[config.mk]
export PLATFORM = sky130hd
export DESIGN_NAME = rr_arbiter8
export DESIGN_NICKNAME = d
export VERILOG_FILES = /design/src/rtl/arb_pkg.sv /design/src/rtl/rr_pick.sv /design/src/rtl/rr_arbiter8.sv
export SDC_FILE = /design/constraint.sdc
export NUM_CORES = 1
export LEC_CHECK = 0
export ABC_AREA = 1
export BUFFER_PORTS_ARGS = -buffer_cell sky130_fd_sc_hd__buf_2
export CAP_MARGIN = 30
export CORE_ASPECT_RATIO = 0.75
export CORE_MARGIN = 10
export CORE_UTILIZATION = 57
export DETAILED_ROUTE_END_ITERATION = 7
export PLACE_DENSITY = 0.84
export SETUP_SLACK_MARGIN = 0.4
export SLEW_MARGIN = 30
export SYNTH_ARGS = -nofsm -noshare
export SYNTH_HDL_FRONTEND = slang
export SYNTH_SLANG_ARGS = --single-unit
[constraint.sdc]
create_clock -name clk -period 4.87 [get_ports clk]
set_clock_uncertainty 0.05 [all_clocks]
set_input_delay 0.974 -clock clk [delete_from_list [all_inputs] [get_ports clk]]
set_output_delay 0.974 -clock clk [all_outputs]
set_load 0.02 [all_outputs]
[src/rtl/arb_pkg.sv]
// Shared definitions for the eight-way round-robin arbiter.
package arb_pkg;

    localparam int N_REQ = 8;
    localparam int IDX_W = 3;

    typedef enum logic {
        IDLE  = 1'b0,
        GRANT = 1'b1
    } arb_state_t;

    // Turn a requester index into its one-hot grant bit.
    function automatic logic [N_REQ-1:0] onehot8(input logic [IDX_W-1:0] idx);
        onehot8 = {{(N_REQ-1){1'b0}}, 1'b1} << idx;
    endfunction

endpackage

[src/rtl/rr_pick.sv]
// Rotating priority search: first set bit of cand at or after start, wrapping 7 to 0.
module rr_pick
    import arb_pkg::*;
(
    input  logic [N_REQ-1:0] cand,
    input  logic [IDX_W-1:0] start,
    output logic [IDX_W-1:0] idx,
    output logic             found
);

    logic [2*N_REQ-1:0] doubled;
    logic [N_REQ-1:0]   rotated;
    logic [IDX_W-1:0]   offset;

    // Rotate so start sits at bit 0, priority-encode the lowest set bit, then add start back.
    always_comb begin
        doubled = {cand, cand} >> start;
        rotated = doubled[N_REQ-1:0];
        offset  = '0;
        found   = |rotated;
        for (int i = N_REQ - 1; i >= 0; i--) begin
            if (rotated[i]) begin
                offset = IDX_W'(i);
            end
        end
        idx = offset + start;
    end

endmodule

[src/rtl/rr_arbiter8.sv]
// Eight-requester round-robin arbiter with grant lock and bounded hold time.
module rr_arbiter8
    import arb_pkg::*;
#(
    parameter int HOLD_MAX = 16
) (
    input  logic             clk,
    input  logic             rst,
    input  logic [N_REQ-1:0] req,
    output logic [N_REQ-1:0] gnt,
    output logic [IDX_W-1:0] gnt_idx,
    output logic             gnt_valid
);

    localparam int HC_W = (HOLD_MAX > 1) ? $clog2(HOLD_MAX) : 1;
    localparam logic [HC_W-1:0] HOLD_LAST = (HOLD_MAX > 0) ? HC_W'(HOLD_MAX - 1) : '0;

    arb_state_t       state;
    arb_state_t       state_next;
    logic [IDX_W-1:0] last_idx;
    logic [HC_W-1:0]  hold_cnt;
    logic             owner_req;
    logic             preempt_sel;
    logic [N_REQ-1:0] cand;
    logic [IDX_W-1:0] pick_idx;
    logic             pick_found;
    logic             new_grant;

    assign owner_req = req[gnt_idx];
    assign gnt_valid = (state == GRANT);

    // Preemption restricts the search to waiters other than the current owner.
    always_comb begin
        preempt_sel = (HOLD_MAX != 0) && (state == GRANT) && owner_req &&
                      (hold_cnt == HOLD_LAST) && (|(req & ~gnt));
        cand        = preempt_sel ? (req & ~gnt) : req;
    end

    rr_pick u_pick (
        .cand  (cand),
        .start (last_idx + 3'd1),
        .idx   (pick_idx),
        .found (pick_found)
    );

    // Next-state logic: decide whether this edge hands out a new grant or drops to idle.
    always_comb begin
        state_next = state;
        new_grant  = 1'b0;
        case (state)
            IDLE: begin
                if (pick_found) begin
                    state_next = GRANT;
                    new_grant  = 1'b1;
                end
            end
            GRANT: begin
                if (!owner_req) begin
                    if (pick_found) begin
                        new_grant = 1'b1;
                    end else begin
                        state_next = IDLE;
                    end
                end else if (preempt_sel) begin
                    new_grant = 1'b1;
                end
            end
            default: state_next = IDLE;
        endcase
    end

    // State register.
    always_ff @(posedge clk) begin
        if (rst) begin
            state <= IDLE;
        end else begin
            state <= state_next;
        end
    end

    // Grant outputs, rotation pointer and hold counter.
    always_ff @(posedge clk) begin
        if (rst) begin
            gnt      <= '0;
            gnt_idx  <= '0;
            last_idx <= 3'd7;
            hold_cnt <= '0;
        end else if (new_grant) begin
            gnt      <= onehot8(pick_idx);
            gnt_idx  <= pick_idx;
            last_idx <= pick_idx;
            hold_cnt <= '0;
        end else if (state_next == IDLE) begin
            gnt <= '0;
        end else if (hold_cnt != HOLD_LAST) begin
            hold_cnt <= hold_cnt + 1'b1;
        end
    end

endmodule

==> impl_metrics.env, run 1 <==
export IMPL_fmax_mhz=255
export IMPL_hold_slack_ns=0.439
export IMPL_cts_hold_buffers=0
export IMPL_syn_instance_count=269
export IMPL_maxCapViolations=0
export IMPL_post_drt_via_cell_ratio=5.49
export IMPL_syn_area_per_cell_um2=5.91
export IMPL_cp_end_kind="flop"
export IMPL_clkSinkCount=19
export IMPL_worst_setup_path_start_kind="input pin"
export IMPL_clock_latency_ns=0.25
export IMPL_grt_overflow_total=0
export IMPL_ys_seq_area_share_pct=23.9
export IMPL_antenna_found_initial=0
export IMPL_cts_tree="built"
export IMPL_syn_nets=283
export IMPL_r2r_cells=16
export IMPL_htreeDepth=1
export IMPL_drive_gt1_share_pct=15.2
export IMPL_finalSetupViolCount=0
export IMPL_min_period_ns=3.93
export IMPL_final_cell_mix="nand2_1 (78), nand3_1 (63), inv_1 (27)"
export IMPL_power_leakage_uw=0.000929
export IMPL_grt_max_degree=14
export IMPL_tns_ns=0
export IMPL_cp_max_fo=8
export IMPL_grt_util_met1_pct=22.4
export IMPL_start_util_pct=60.1
export IMPL_hold_start="hold_cnt[1]"
export IMPL_vias=1783
export IMPL_cts_repair_resized=0
export IMPL_grt_busiest_layer="met1"
export IMPL_rsz0062_at_grt="false"
export IMPL_drt_iter0_drc=214
export IMPL_dr_pass1_iters=5
export IMPL_core_rowCount=16
export IMPL_num_io_pins=22
export IMPL_dieArea_um2=5320
export IMPL_yosysUniqueCellTypes=29
export IMPL_met2_usage_pct=22.2
export IMPL_relSlewSlack_pct=68.8
export IMPL_finalWirelength_um=4160
export IMPL_grt_met3_usage_pct=3.80
export IMPL_grt_pass1_wl_um=6640
export IMPL_grt_pass1_vias=1472
export IMPL_hold_path_class="reg2reg"
export IMPL_worstReg2RegStart="last_idx[0]"
export IMPL_synth_area_leaders="dfxtp_1 (24%), nand3_1 (20%), nand2_1 (18%)"
export IMPL_reg2reg_slack_ns=1.18
export IMPL_min_to="hold_cnt[1]"
export IMPL_criticalPathCategory="in2reg"
export IMPL_worstMarginPinSlew_ns=0.468
export IMPL_area_growth_pct=11.1
export IMPL_hold_violations=0
export IMPL_clock_path_buffers=2
export IMPL_grt_util_all_layers_pct=15.2
export IMPL_yosysTopAreaCellShare_pct=23.9
export IMPL_root_buffer="clkbuf_8"
export IMPL_yosys_warnings=0
export IMPL_num_antenna_cells=0
export IMPL_nets=304
export IMPL_critPathArrivalTime_ns=4.02
export IMPL_maxSlewViolCount=0
export IMPL_status="finished clean"
export IMPL_wl_per_cell_um=12.8
export IMPL_drc=0
export IMPL_postCtsSetupRepairBufs=0
export IMPL_synth_area_um2=1590
export IMPL_powerDensity_nw_per_um2=839
export IMPL_critPathRequiredTime_ns=4.96
export IMPL_hpwl_um=3380
export IMPL_mostFrequentLayoutCell="nand2_1"
export IMPL_die_h_um=65.7
export IMPL_synth_seq_cells=19
export IMPL_core_um2=2640
export IMPL_finalCritPeriodShare_pct=80.7
export IMPL_portBuffers=21
export IMPL_synth_largest_area_cell="dfxtp_1"
export IMPL_peakVddDrop_uv=545
export IMPL_r2r_end="gnt[7]"
export IMPL_nFillCells=257
export IMPL_fp_dieW_um=81.0
export IMPL_place_congestion=0.908
export IMPL_numCtsBuffers=3
export IMPL_holdPathStages=2
export IMPL_path_clk_slew_ns=0.07
export IMPL_drtAntennaViolNets=0
[stage by stage]
stage / area [um^2] / util (%) / std cells / setup WS [ns] / total power (uW)
4_1_cts: 1770 / 66.8 / 325 / 0.982 / 1460
3_5_place_dp: 1720 / 65.1 / 321 / 0.724 / 1350
5_1_grt: 1770 / 66.8 / 325 / 0.582 / 1630
6_report: 1770 / 66.8 / 325 / 0.942 / 1480
3_3_place_gp: 1720 / 65.1 / 321 / 0.771 / 1350
2_1_floorplan: 1590 / - / 269 / 1.15 / 1140
[routing by layer]
metal  wire length [um]  up-vias
met1               2050      781
met2               1700       85
li1                   -      915
met5                  0        -
met3                403        2
met4                  6        0
[power by group]
| part | leakage (uW) | switching (uW) | total, uW | internal (uW) |
|---|---|---|---|---|
| logic | 0.000751 | 760 | 1140 | 378 |
| registers | 0.000156 | 38.5 | 236 | 197 |
| clock network | 0.0000228 | 50.3 | 108 | 58.1 |
[critical path, stage by stage]
cell	delay, ns
buf_2	0.12
nand2_1	0.09
nand2_1	0.08
nor2_1	0.05
a21oi_2	0.22
nand3_4	0.15
nand2_1	0.08
nand2_1	0.06
nand2_1	0.08
nand3_1	0.11
nand2_1	0.08
nand2_1	0.05
nand2_1	0.11
a21oi_1	0.04
o21ai_0	0.14
nand2_1	0.08
a21boi_0	0.16
ha_1	0.17
inv_1	0.05
fa_1	0.37
xnor2_1	0.16
nand3b_2	0.27
nand2_4	0.13
nor2_1	0.06
nor2_1	0.09
nor2_1	0.04
[cell families (layout without fill, tap and decap cells)]
kind of cell / after synthesis / in the layout / synth area share (%)
fa+ha+maj: 4 / 4 / 3.62
compound gates: 19 / 19 / 6.77
flops: 19 / 19 / 23.9
xor+xnor: 2 / 2 / 1.10
buf+inv: 37 / 57 / 8.74
simple gates: 188 / 188 / 55.8
[sequential cells by signal (all words and copies together) (netlist names)]
name and cells:
gnt 8, gnt_valid 1, hold_cnt 4, last_idx 3
gnt_idx 3
[worst max-delay path by stage]
stage / startpoint / to / slack (ns)
after floorplan: req[4] / gnt[4] / 1.15
after global placement: req[6] / gnt[6] / 0.77
after detailed placement: req[4] / gnt[6] / 0.72
after CTS: req[4] / gnt[7] / 0.98
after global routing: req[4] / gnt[7] / 0.58
final: req[5] / gnt[7] / 0.94
[area by class of cell]
cell class,instances,area (um^2),area share [%]
Tap cell,36,45.0,2.55
Inverter,32,120,6.80
Multi-Input combinational cell,213,1070,60.6
Clock buffer,4,45.0,2.55
Sequential cell,19,380,21.5
Timing Repair Buffer,21,105,5.95
[cells in the mapped netlist, drive strengths merged]
cell and count:
nor2 28, o22ai 3, a21oi 12, nand3 64, inv 30, clkbuf 4, a21boi 1, nand4 4
dfxtp 19, xnor2 1, clkinv 2, o21ai 2, buf 1, or2 3, ha 3, nand2 88
fa 1, o211ai 1, nand3b 1, xor2 1
Note: power is estimated with default switching activity, not from simulation.
==> run 2, diff against run 1 <==
ABC_AREA = 0   (was 1)
CORE_UTILIZATION = 52   (was 57)
PLACE_DENSITY = 0.81   (was 0.84)
clock period = 3.3 ns   (was 4.87 ns; I/O delays follow)
==> run 2 against run 1 <==
Net effect: the flow now finishes with violations (negative setup slack); cell area is 50% higher; combinational power is 130% higher; die area is 8.8% higher.
==> impl_metrics.env, run 2 <==
export IMPL_synth_most_common_cell="nor2_1"
export IMPL_hold_path_class="reg2reg"
export IMPL_yosysTopAreaCellShare_pct=23.4
export IMPL_yosys_area_share_simple_pct=21.6
export IMPL_fin_ws_ns=-0.572
export IMPL_peakVddDrop_uv=1210
export IMPL_drtAntennaViolNets=0
export IMPL_largest_register="gnt"
export IMPL_core_rowCount=17
export IMPL_portBuffers=21
export IMPL_grt_max_degree=26
export IMPL_finalCritPeriodShare_pct=117
export IMPL_clkSinkCount=19
export IMPL_synth_commonest_cells="nor2_1 (20), dfxtp_1 (19), nand2_1 (18)"
export IMPL_synth_area_leaders="dfxtp_1 (23%), mux4_2 (6.9%), mux2i_1 (5.5%)"
export IMPL_power_frac_clock_pct=5.6
export IMPL_grt_util_all_layers_pct=21.3
export IMPL_final_cell_mix="buf_4 (62), nor2_1 (18), dfxtp_1 (18)"
export IMPL_syn_area_per_cell_um2=8.10
export IMPL_finalWirelength_um=7540
export IMPL_synth_area_um2=1630
export IMPL_critPathRequiredTime_ns=3.42
export IMPL_synthArstFlopShare_pct=0
export IMPL_mostFrequentLayoutCell="buf_4"
export IMPL_synth_ff_type="dfxtp_1"
export IMPL_grt_overflow_total=0
export IMPL_vias=2271
export IMPL_synth_top_family_by_area="compound AO/OA/AOI/OAI gates"
export IMPL_finalNonFillerCells=323
export IMPL_drive_gt1_share_pct=56.5
export IMPL_antenna_found_initial=0
export IMPL_numCtsBuffers=3
export IMPL_start_util_pct=54.7
export IMPL_min_period_ns=3.87
export IMPL_dp_cells=309
export IMPL_clock_path_buffers=2
export IMPL_rsz0062_at_grt="true"
export IMPL_post_drt_via_cell_ratio=7.03
export IMPL_relSlewSlack_pct=53.7
export IMPL_p_total_uw=3090
export IMPL_violations="negative setup slack"
export IMPL_hold_violations=0
export IMPL_largest_reg_flops=8
export IMPL_yosys_warnings=0
export IMPL_synthMuxAreaShare_pct=15.2
export IMPL_synthXorXnorAreaFrac_pct=2.77
export IMPL_fp_dieW_um=84.6
export IMPL_maxCapViolations=0
export IMPL_num_io_pins=22
export IMPL_drt_iter0_drc=285
export IMPL_worstMarginPinSlew_ns=0.692
export IMPL_syn_instance_count=201
export IMPL_cts_hold_buffers=0
export IMPL_finalSetupViolCount=12
export IMPL_grt_pass1_vias=2035
export IMPL_fmax_mhz=258
export IMPL_sw_frac_of_total_pct=50.2
export IMPL_synth_largest_area_cell="dfxtp_1"
export IMPL_htreeDepth=1
export IMPL_ys_seq_area_share_pct=23.4
export IMPL_area_growth_pct=62.2
export IMPL_num_antenna_cells=0
export IMPL_path_clk_slew_ns=0.08
export IMPL_yosys_area_share_adder_pct=4.38
export IMPL_intPower_uw=1540
export IMPL_maxSlewViolCount=0
export IMPL_hpwl_um=4380
export IMPL_syn_nets=215
export IMPL_yosysUniqueCellTypes=46
export IMPL_cp_end_kind="flop"
export IMPL_criticalPathCategory="in2reg"
export IMPL_cp_max_fo=8
export IMPL_p_switching_uw=1550
export IMPL_cts_tree="built"
export IMPL_postLayoutCoreUtil_pct=88.7
export IMPL_nets=300
export IMPL_core_um2=2980
export IMPL_worst_setup_path_start_kind="input pin"
export IMPL_synth_seq_cells=19
export IMPL_dr_pass1_iters=6
export IMPL_powerDensity_nw_per_um2=1170
export IMPL_synth_edf_count=0
export IMPL_reg_top3="gnt: 8 flops, hold_cnt: 4 flops"
export IMPL_p_comb_share_pct=83.7
export IMPL_p_seq_share_pct=10.7
export IMPL_die_h_um=68.5
export IMPL_synth_compound_area_share_pct=27.3
export IMPL_critPathArrivalTime_ns=4.00
export IMPL_grt_pass1_wl_um=9970
export IMPL_clock_latency_ns=0.27
export IMPL_power_leakage_uw=0.00109
export IMPL_wl_per_cell_um=23.3
export IMPL_dieArea_um2=5790
export IMPL_status="finished, violations left"
export IMPL_root_buffer="clkbuf_8"
export IMPL_place_congestion=0.918
export IMPL_drc=0
run 2: worst max-delay path: stages:
cell       delay [ns]
buf_6            0.09
mux4_2           0.52
o2111a_2         0.38
a31oi_1          0.26
o32a_1           0.24
o2bb2ai_2        0.13
o21ai_2          0.09
a211oi_2         0.21
a31o_2           0.17
ha_4             0.14
inv_2            0.04
fa_2             0.62
inv_2            0.08
and3_4           0.17
a32o_1           0.21
run 2: path summary, 6_finish.rpt:
check         startpoint           to  slack (ns)  cells past startpoint
min          hold_cnt[1]  hold_cnt[1]        0.46                      2
max               req[7]       gnt[3]       -0.57                     15
min reg2reg  hold_cnt[1]  hold_cnt[1]        0.46                      2
max reg2reg   gnt_idx[0]       gnt[3]       -0.49                     14
run 2: what timing repair did:
action	4_1_cts	5_1_grt
cloned	0	1
pin swaps	7	25
buffers inserted	2	7
resized for setup	25	51
setup endpoints to repair	19	18
run 2: metrics by stage:
stage / setup slack [ns] / instance area (um^2) / hold slack (ns) / setup TNS [ns]
6_report: -0.572 / 2640 / 0.457 / -5.54
5_1_grt: -0.616 / 2640 / 0.465 / -6.18
4_1_cts: -0.337 / 2360 / 0.485 / -3.08
3_5_place_dp: -0.810 / 2220 / 0.425 / -8.05
3_3_place_gp: -0.669 / 2220 / 0.418 / -6.91
2_1_floorplan: -0.455 / 1680 / 0.388 / -4.29
run 2: power by group through the flow:
| stage | Sequential (uW) | Clock, uW | Combinational [uW] |
|---|---|---|---|
| CTS | 321 | 170 | 2050 |
| global route | 332 | 189 | 2710 |
| global placement | 319 | 0 | 1870 |
| detailed placement | 321 | 0 | 1920 |
| finish | 330 | 174 | 2590 |
| floorplan | 354 | 0 | 1240 |
run 2: layer usage:
layer / track usage (%) / vias up / part of all wire, %
met1: 24.8 / 1041 / 38
met3: 7.24 / 74 / 12
met2: 35.0 / 230 / 44
met4: 9.02 / 2 / 5.7
li1: - / 924 / -
met5: 4.96 / - / 0.34
run 2: cell families after synthesis:
group | count (synthesis)
and+or+nand+nor | 71
AOI/OAI and AO/OA | 64
buffers and inverters | 21
DFF | 19
muxes | 18
adders and majority gates | 5
xor gates and xnor gates | 3
run 2: area by class of cell:
class,count,area (um^2)
well taps,38,47.5
clock buffers,3,41.3
inverters,11,43.8
clock inverters,1,7.51
fillers,133,338
multi-input cells,162,1440
flip-flops and latches,19,382
repair buffers,89,676
